--- config.mk ---
export PLATFORM = sky130hd
export DESIGN_NAME = fp_issue_ctrl
export DESIGN_NICKNAME = d
export VERILOG_FILES = /design/src/rtl/fp_issue_ctrl.sv
export SDC_FILE = /design/constraint.sdc
export NUM_CORES = 1
export LEC_CHECK = 0
export CORE_MARGIN = 3
export CORE_UTILIZATION = 43
export CTS_CLUSTER_DIAMETER = 60
export DETAILED_ROUTE_END_ITERATION = 10
export GPL_TIMING_DRIVEN = 0
export PLACE_DENSITY = 0.88
export SLEW_MARGIN = 20
export SYNTH_ARGS = -nofsm -noshare
export SYNTH_HDL_FRONTEND = slang
export SYNTH_SLANG_ARGS = --single-unit
--- constraint.sdc ---
create_clock -name clk -period 4.95 [get_ports clk]
set_input_delay 0.99 -clock clk [delete_from_list [all_inputs] [get_ports clk]]
set_output_delay 0.99 -clock clk [all_outputs]
set_load 0.05 [all_outputs]
--- src/rtl/fp_issue_ctrl.sv ---
// fp_issue_ctrl
// Issue controller in front of an FPUnit. It accepts one floating-point
// request at a time over a valid/ready handshake and drives the FPU operands
// and start level. When the FPU reports finish it captures the sum, waits for
// finish to drop, and returns the result over a second valid/ready handshake.
// Subtraction is done by flipping the sign of b. Reserved opcodes are rejected
// with an error response. Every FPU wait is bounded by TIMEOUT cycles.
//
// Ports
//   clk, reset                 clock (rising edge), async active-high reset
//   req_valid/req_ready        request handshake (ready only while idle)
//   req_op                     00 add, 01 sub, 10 mul, 11 reserved
//   req_a, req_b               IEEE-754 single operands
//   res_valid/res_ready        result handshake
//   res_data, res_err          result word, error flag (timeout/reserved)
//   fpu_a, fpu_b               operands to the FPU
//   fpu_multiplicando          1 = multiply, 0 = add
//   fpu_start                  start level, held until finish or abort
//   fpu_s, fpu_finish          result and completion from the FPU
module fp_issue_ctrl #(
  parameter int unsigned TIMEOUT = 1024
) (
  input  logic        clk,
  input  logic        reset,
  input  logic        req_valid,
  output logic        req_ready,
  input  logic [1:0]  req_op,
  input  logic [31:0] req_a,
  input  logic [31:0] req_b,
  output logic        res_valid,
  input  logic        res_ready,
  output logic [31:0] res_data,
  output logic        res_err,
  output logic [31:0] fpu_a,
  output logic [31:0] fpu_b,
  output logic        fpu_multiplicando,
  output logic        fpu_start,
  input  logic [31:0] fpu_s,
  input  logic        fpu_finish
);

  typedef enum logic [1:0] {
    IDLE  = 2'd0,
    ISSUE = 2'd1,
    DRAIN = 2'd2,
    RESP  = 2'd3
  } state_t;

  localparam logic [15:0] CNT_LAST = 16'(TIMEOUT - 32'd1);
  localparam logic [31:0] QNAN     = 32'h7FC0_0000;
  localparam logic [1:0]  OP_SUB   = 2'b01;
  localparam logic [1:0]  OP_MUL   = 2'b10;
  localparam logic [1:0]  OP_RSV   = 2'b11;

  state_t      state_r;
  logic [15:0] cnt_r;
  logic        accept_s;
  logic        cnt_last_s;

  // Negation of an IEEE-754 value is a flip of its sign bit.
  function automatic logic [31:0] flip_sign(input logic [31:0] v);
    return {~v[31], v[30:0]};
  endfunction

  // Handshake decode and timeout compare.
  assign req_ready  = (state_r == IDLE);
  assign accept_s   = req_valid && req_ready;
  assign cnt_last_s = (cnt_r == CNT_LAST);

  // Controller FSM with all registered outputs.
  always_ff @(posedge clk or posedge reset) begin
    if (reset) begin
      state_r           <= IDLE;
      cnt_r             <= 16'd0;
      res_valid         <= 1'b0;
      res_data          <= 32'd0;
      res_err           <= 1'b0;
      fpu_a             <= 32'd0;
      fpu_b             <= 32'd0;
      fpu_multiplicando <= 1'b0;
      fpu_start         <= 1'b0;
    end else begin
      case (state_r)
        IDLE: begin
          if (accept_s) begin
            fpu_a             <= req_a;
            fpu_b             <= (req_op == OP_SUB) ? flip_sign(req_b) : req_b;
            fpu_multiplicando <= (req_op == OP_MUL);
            if (req_op == OP_RSV) begin
              // Rejected without touching the FPU.
              res_data  <= 32'd0;
              res_err   <= 1'b1;
              res_valid <= 1'b1;
              state_r   <= RESP;
            end else begin
              fpu_start <= 1'b1;
              cnt_r     <= 16'd0;
              state_r   <= ISSUE;
            end
          end else begin
            state_r <= IDLE;
          end
        end

        ISSUE: begin
          // A finish seen on the last allowed cycle still wins over timeout.
          if (fpu_finish) begin
            res_data  <= fpu_s;
            res_err   <= 1'b0;
            fpu_start <= 1'b0;
            cnt_r     <= 16'd0;
            state_r   <= DRAIN;
          end else if (cnt_last_s) begin
            res_data  <= QNAN;
            res_err   <= 1'b1;
            fpu_start <= 1'b0;
            cnt_r     <= 16'd0;
            state_r   <= DRAIN;
          end else begin
            cnt_r <= cnt_r + 16'd1;
          end
        end

        DRAIN: begin
          // Let a lingering finish level drop so it cannot complete the next
          // operation; a stuck finish is bounded by the same timeout.
          if (!fpu_finish || cnt_last_s) begin
            cnt_r     <= 16'd0;
            res_valid <= 1'b1;
            state_r   <= RESP;
          end else begin
            cnt_r <= cnt_r + 16'd1;
          end
        end

        RESP: begin
          if (res_ready) begin
            res_valid <= 1'b0;
            state_r   <= IDLE;
          end else begin
            res_valid <= 1'b1;
          end
        end

        default: begin
          state_r   <= IDLE;
          fpu_start <= 1'b0;
          res_valid <= 1'b0;
          cnt_r     <= 16'd0;
        end
      endcase
    end
  end

endmodule

# After elaboration in Yosys (flattened, before gate mapping)
# Cells that the tools add are included.
# word_totals
reg_bits,118
in_bits,103
out_inout_bits,101
word_cells,69
# op_classes
n_addsub,1
n_eq_ne,13
muxes,32
bitwise,1
n_reduce_logical,13
# op_table
operator,n
32-bit two-way mux,5
16-bit two-way mux,5
32-bit case mux with 2 select lines,1
16-bit case mux with 3 select lines,1
"16-bit by 1-bit adder with 16-bit output, second input constant",1
"16-bit by 10-bit == test with 1-bit output, second input constant",1
2-bit two-way mux,6
4-bit AND reduction,3
1-bit two-way mux,10
"2-bit == test, second input constant",4
2-bit case mux with 4 select lines,1
"2-bit inequality test, second input constant",3
3-bit AND reduction,2
3-bit nonzero test,2
"2-bit by 1-bit == test with 1-bit output, second input constant",2
"2-bit by 1-bit inequality test with 1-bit output, second input constant",2
1-bit case mux with 2 select lines,2
"3-bit inequality test, second input constant",1
1-bit case mux with 3 select lines,1
2-bit logical NOT,1
2-bit AND reduction,1
2-bit nonzero test,1
1-bit logical AND,1
1-bit logical NOT,1
2 further kinds,2

# Logic depth before layout (Yosys ltp)
# depth
word_depth,4
depth_mapped,8
depth_no_buf,6

# Worst setup path after synthesis
# OpenSTA, ideal clock, no wires.
# synth_timing
path_type,register to register
start,register state_r[0]
end,register fpu_a[0]
setup_ps,125
t_arrival_ps,2270
required_time_ps,4825
path_slack_ps,2556
stages_incl_launch_ff,8
n_path_buf,3
synth_period_minus_slack_ps,2394
cell_sequence,dfrtp_1 inv_1 ha_1 clkbuf_2 and2_2 clkbuf_1 buf_2 mux2_2
# synth_via
elab_chain_cells,3
# synth_rtl
item,line_no,source
from (decl),55,state_t state_r;
from (signal assigned),73,state_r <= IDLE;
from (signal assigned),94,state_r <= RESP;
from (signal assigned),98,state_r <= ISSUE;
2-bit logical NOT *,66,assign req_ready = (state_r == IDLE);
via req_ready,26,"output logic req_ready,"
1-bit logical AND,67,assign accept_s = req_valid && req_ready;
2-bit AND reduction (no source line) *,n/a,
to (signal assigned),86,fpu_a <= req_a;
to (decl),34,"output logic [31:0] fpu_a,"
# The timed path passes the listed nets; every way through them passes the cells marked *.
# A chain may end at the register's enable or synchronous reset.

# Worst setup path after layout
# layout_timing
start,register state_r[1]
end,output port req_ready
# layout_via
elab_chain_cells,1
# layout_rtl
item,line_no
2-bit logical NOT,66
to (decl),26
# Every way passes these cells.

==> metrics.cfg <==
[drt]
first_iter_violations=235
finalWirelength_um=13400
route.detailed.drc=0
viasPerCell=5.25
wl_per_cell_um=18.0
met2WireLength_um=6660
routed-via-count=3889
wl_met1_um=5280
dr_wl_met3_um=1130
drtAntennaViolNets=0
firstDrtPassIters=4
topRoutingLayerUsed=met4

[yosys]
synth_compound_area_share_pct=12.2
yosys-top-cells-count=118 x dfrtp_1, 66 x mux2_2, 27 x a22o_1
synth_top_cells_by_area=dfrtp_1 60%, mux2_2 15%, a22o_1 4.8%
synth_top_family_by_area=multiplexers
syn_avg_cell_area_sq_um=13.4
yosys.area_share.adder_pct=1.78
synth_ff_type=dfrtp_1
synth_xor_area_share_pct=0.178
async_flop_share_pct=100
ys_seq_elements=118
muxShareOfSynthArea_pct=16.0
synth_edf_count=0
netlist_instances=365
post-synth-top-count-cell=dfrtp_1
ys.warnings.count=0
yosysTopAreaCell=dfrtp_1
yosys.area_share.simple_pct=7.32
synth-seq-area-share_pct=60.2
synth_cell_types=42
synth_nets=475
syn-cell-area_sq_um=4910
synth.top_cell.area_share_pct=60.2

[clocking]
htreeDepth=4
clk_pin_slew_ps=60
cts.path.max_buffers=2
clock_latency_ps=410
cts_resized=0
ctsHoldBuffers=0
clock-root-buffer=clkbuf_16
cts_tree=yes
cts_buffers=17
postCtsSetupRepairBufs=0
cts.sinks=118

[critical_path]
startpoint=state_r[1]
crit_end=req_ready
worstSetupEndpointType=primary output
slowest_delay_ps=820
timing.rr.start=state_r[1]
crit_chain=inv_1 > ha_1 > clkdlybuf4s50_1
cp_data_required_time_ps=3960
r2r_setup_slack_ps=2470
worst_r2r_path_depth=7
cp_slowest_cell=clkdlybuf4s50_1
start_kind=flop
critical_path_class=reg -> out
r2r-end=fpu_b[0]
critical_path_peak_fanout=4
arrival_ps=1980

[floorplan]
start_util_pct=44.7
boundaryPins=204
die-height_um=113
die_w_um=113
fp-row-count=38
core_sq_um=11000
die-area_sq_um=12700

[layout]
finish.instance_area_sq_um=7760
nets=698
syn_to_final_growth_pct=58.1
antenna_cells=0
drive_gt1_share_pct=20.3
instances_no_fill=741

[power]
powerDensity_nw_per_um2=744
power_mw=5.77
p_leak_nw=3.27
worst_ir_drop_vdd_mv=0.602

[grt]
grt_usage_pct=21.6
grt-ovfl-total=0
antenna_found_initial=0
grt_pass1_wl_um=21800
grt_max_degree=66
grt_pass1_vias=4195

[sta]
slew_headroom_pct=46.0
fin_crit_sh_pct=60.0
setup_viol=0
fin_skew_ps=8.85
rsz0062_at_grt=false
setup_ws_ps=1980
report.final.slew_viol_count=0
hold_viol=0
worstMarginPinSlew_ps=807
fmax_mhz=337
min_period_ps=2970
fin_tns_setup_ps=0

[place]
post-place-ws_ps=1870
dp.cells=709
dp_hpwl_um=9800
placed_area_sq_um=7150
port_buffers=203
routabilityCongestion=0.833

[run_status]
outcome=finished, final reports clean

[job]
drv_cap=0

[min_path]
min_from=res_data[24]
min_path_type=reg -> reg

[placed cells by master, fill, tap and decap left out, types with 2 or more instances in the layout]
cell type	Yosys	final
clkdlybuf4s50_1	0	203
dfrtp_1	118	118
mux2_2	66	66
a22o_1	27	27
nand2_1	18	18
clkbuf_16	0	17
a21oi_1	12	12
nor2b_1	11	11
buf_2	10	10
o21ai_0	10	10
o2bb2ai_1	10	10
inv_1	8	7
ha_1	7	7
nand3_1	6	6
clkbuf_1	6	6
o31ai_1	6	6
nor2_1	5	5
nor3_1	4	4
mux2i_1	4	4
inv_6	0	4
clkinvlp_4	0	4
nor4_1	3	3
o211ai_1	3	3
or3_2	3	3
bufinv_16	0	3
and3_1	2	2
and4_1	2	2
a21o_1	2	2
nand4_1	2	2
or3_1	2	2
or4_1	2	2
clkinv_4	0	2
clkinv_2	0	2
[worst min-delay path by stage]
| stage | end | depth (start not counted) |
|---|---|---|
| 2_1_floorplan | cnt_r[1] | 2 |
| 6_report | res_data[24] | 1 |
| 5_1_grt | fpu_b[29] | 1 |
| 3_3_place_gp | res_data[25] | 1 |
| 4_1_cts | res_data[24] | 1 |
| 3_5_place_dp | res_data[23] | 1 |
[layout make-up]
cell class              count  area (sq um)
fillers                   758          3220
flip-flops and latches    118          2950
repair buffers            204          2060
multi-input cells         221          1840
clock buffers              18           439
well taps                 140           175
clock inverters            14           174
plain buffers              18          88.8
inverters                   8          35.0
[power by group]
group | switching (mW) | leakage, nW | internal (mW)
Sequential | 0.211 | 1.46 | 1.34
Clock | 0.445 | 0.289 | 0.808
Combinational | 1.89 | 1.52 | 1.08
[stage by stage]
stage | utilization [%] | hold WS [ps]
6_report | 70.7 | 493
5_1_grt | 70.7 | 519
4_1_cts | 70.7 | 494
3_5_place_dp | 65.1 | 473
3_3_place_gp | 64.8 | 474
2_1_floorplan | - | 472
[layer usage]
metal	GRT usage (%)	vias to the layer above
li1	-	1793
met1	25.9	1875
met2	36.7	195
met3	7.59	26
met4	6.65	0
met5	0	-
[sequential cells by signal, indices dropped and copies added (netlist names)]
name / flops
fpu_start: 1
res_data: 32
fpu_multiplicando: 1
fpu_a: 32
res_valid: 1
fpu_b: 32
res_err: 1
cnt_r: 16
state_r: 2
[logic make-up (layout without fill, tap and decap cells)]
logic type / count (synthesis) / count (layout)
flops: 118 / 118
compound gates: 78 / 78
mux: 70 / 70
simple gates: 65 / 65
buf+inv: 26 / 262
fa+ha+maj: 7 / 7
xor+xnor: 1 / 1
[critical path: cells and delay by family (launching register included)]
kind                     cells  cell delay (ps)
buffers and inverters        2              960
adder cells (fa/ha/maj)      1              180
flip-flops                   1              420
Power figures use the tool's default switching activity.
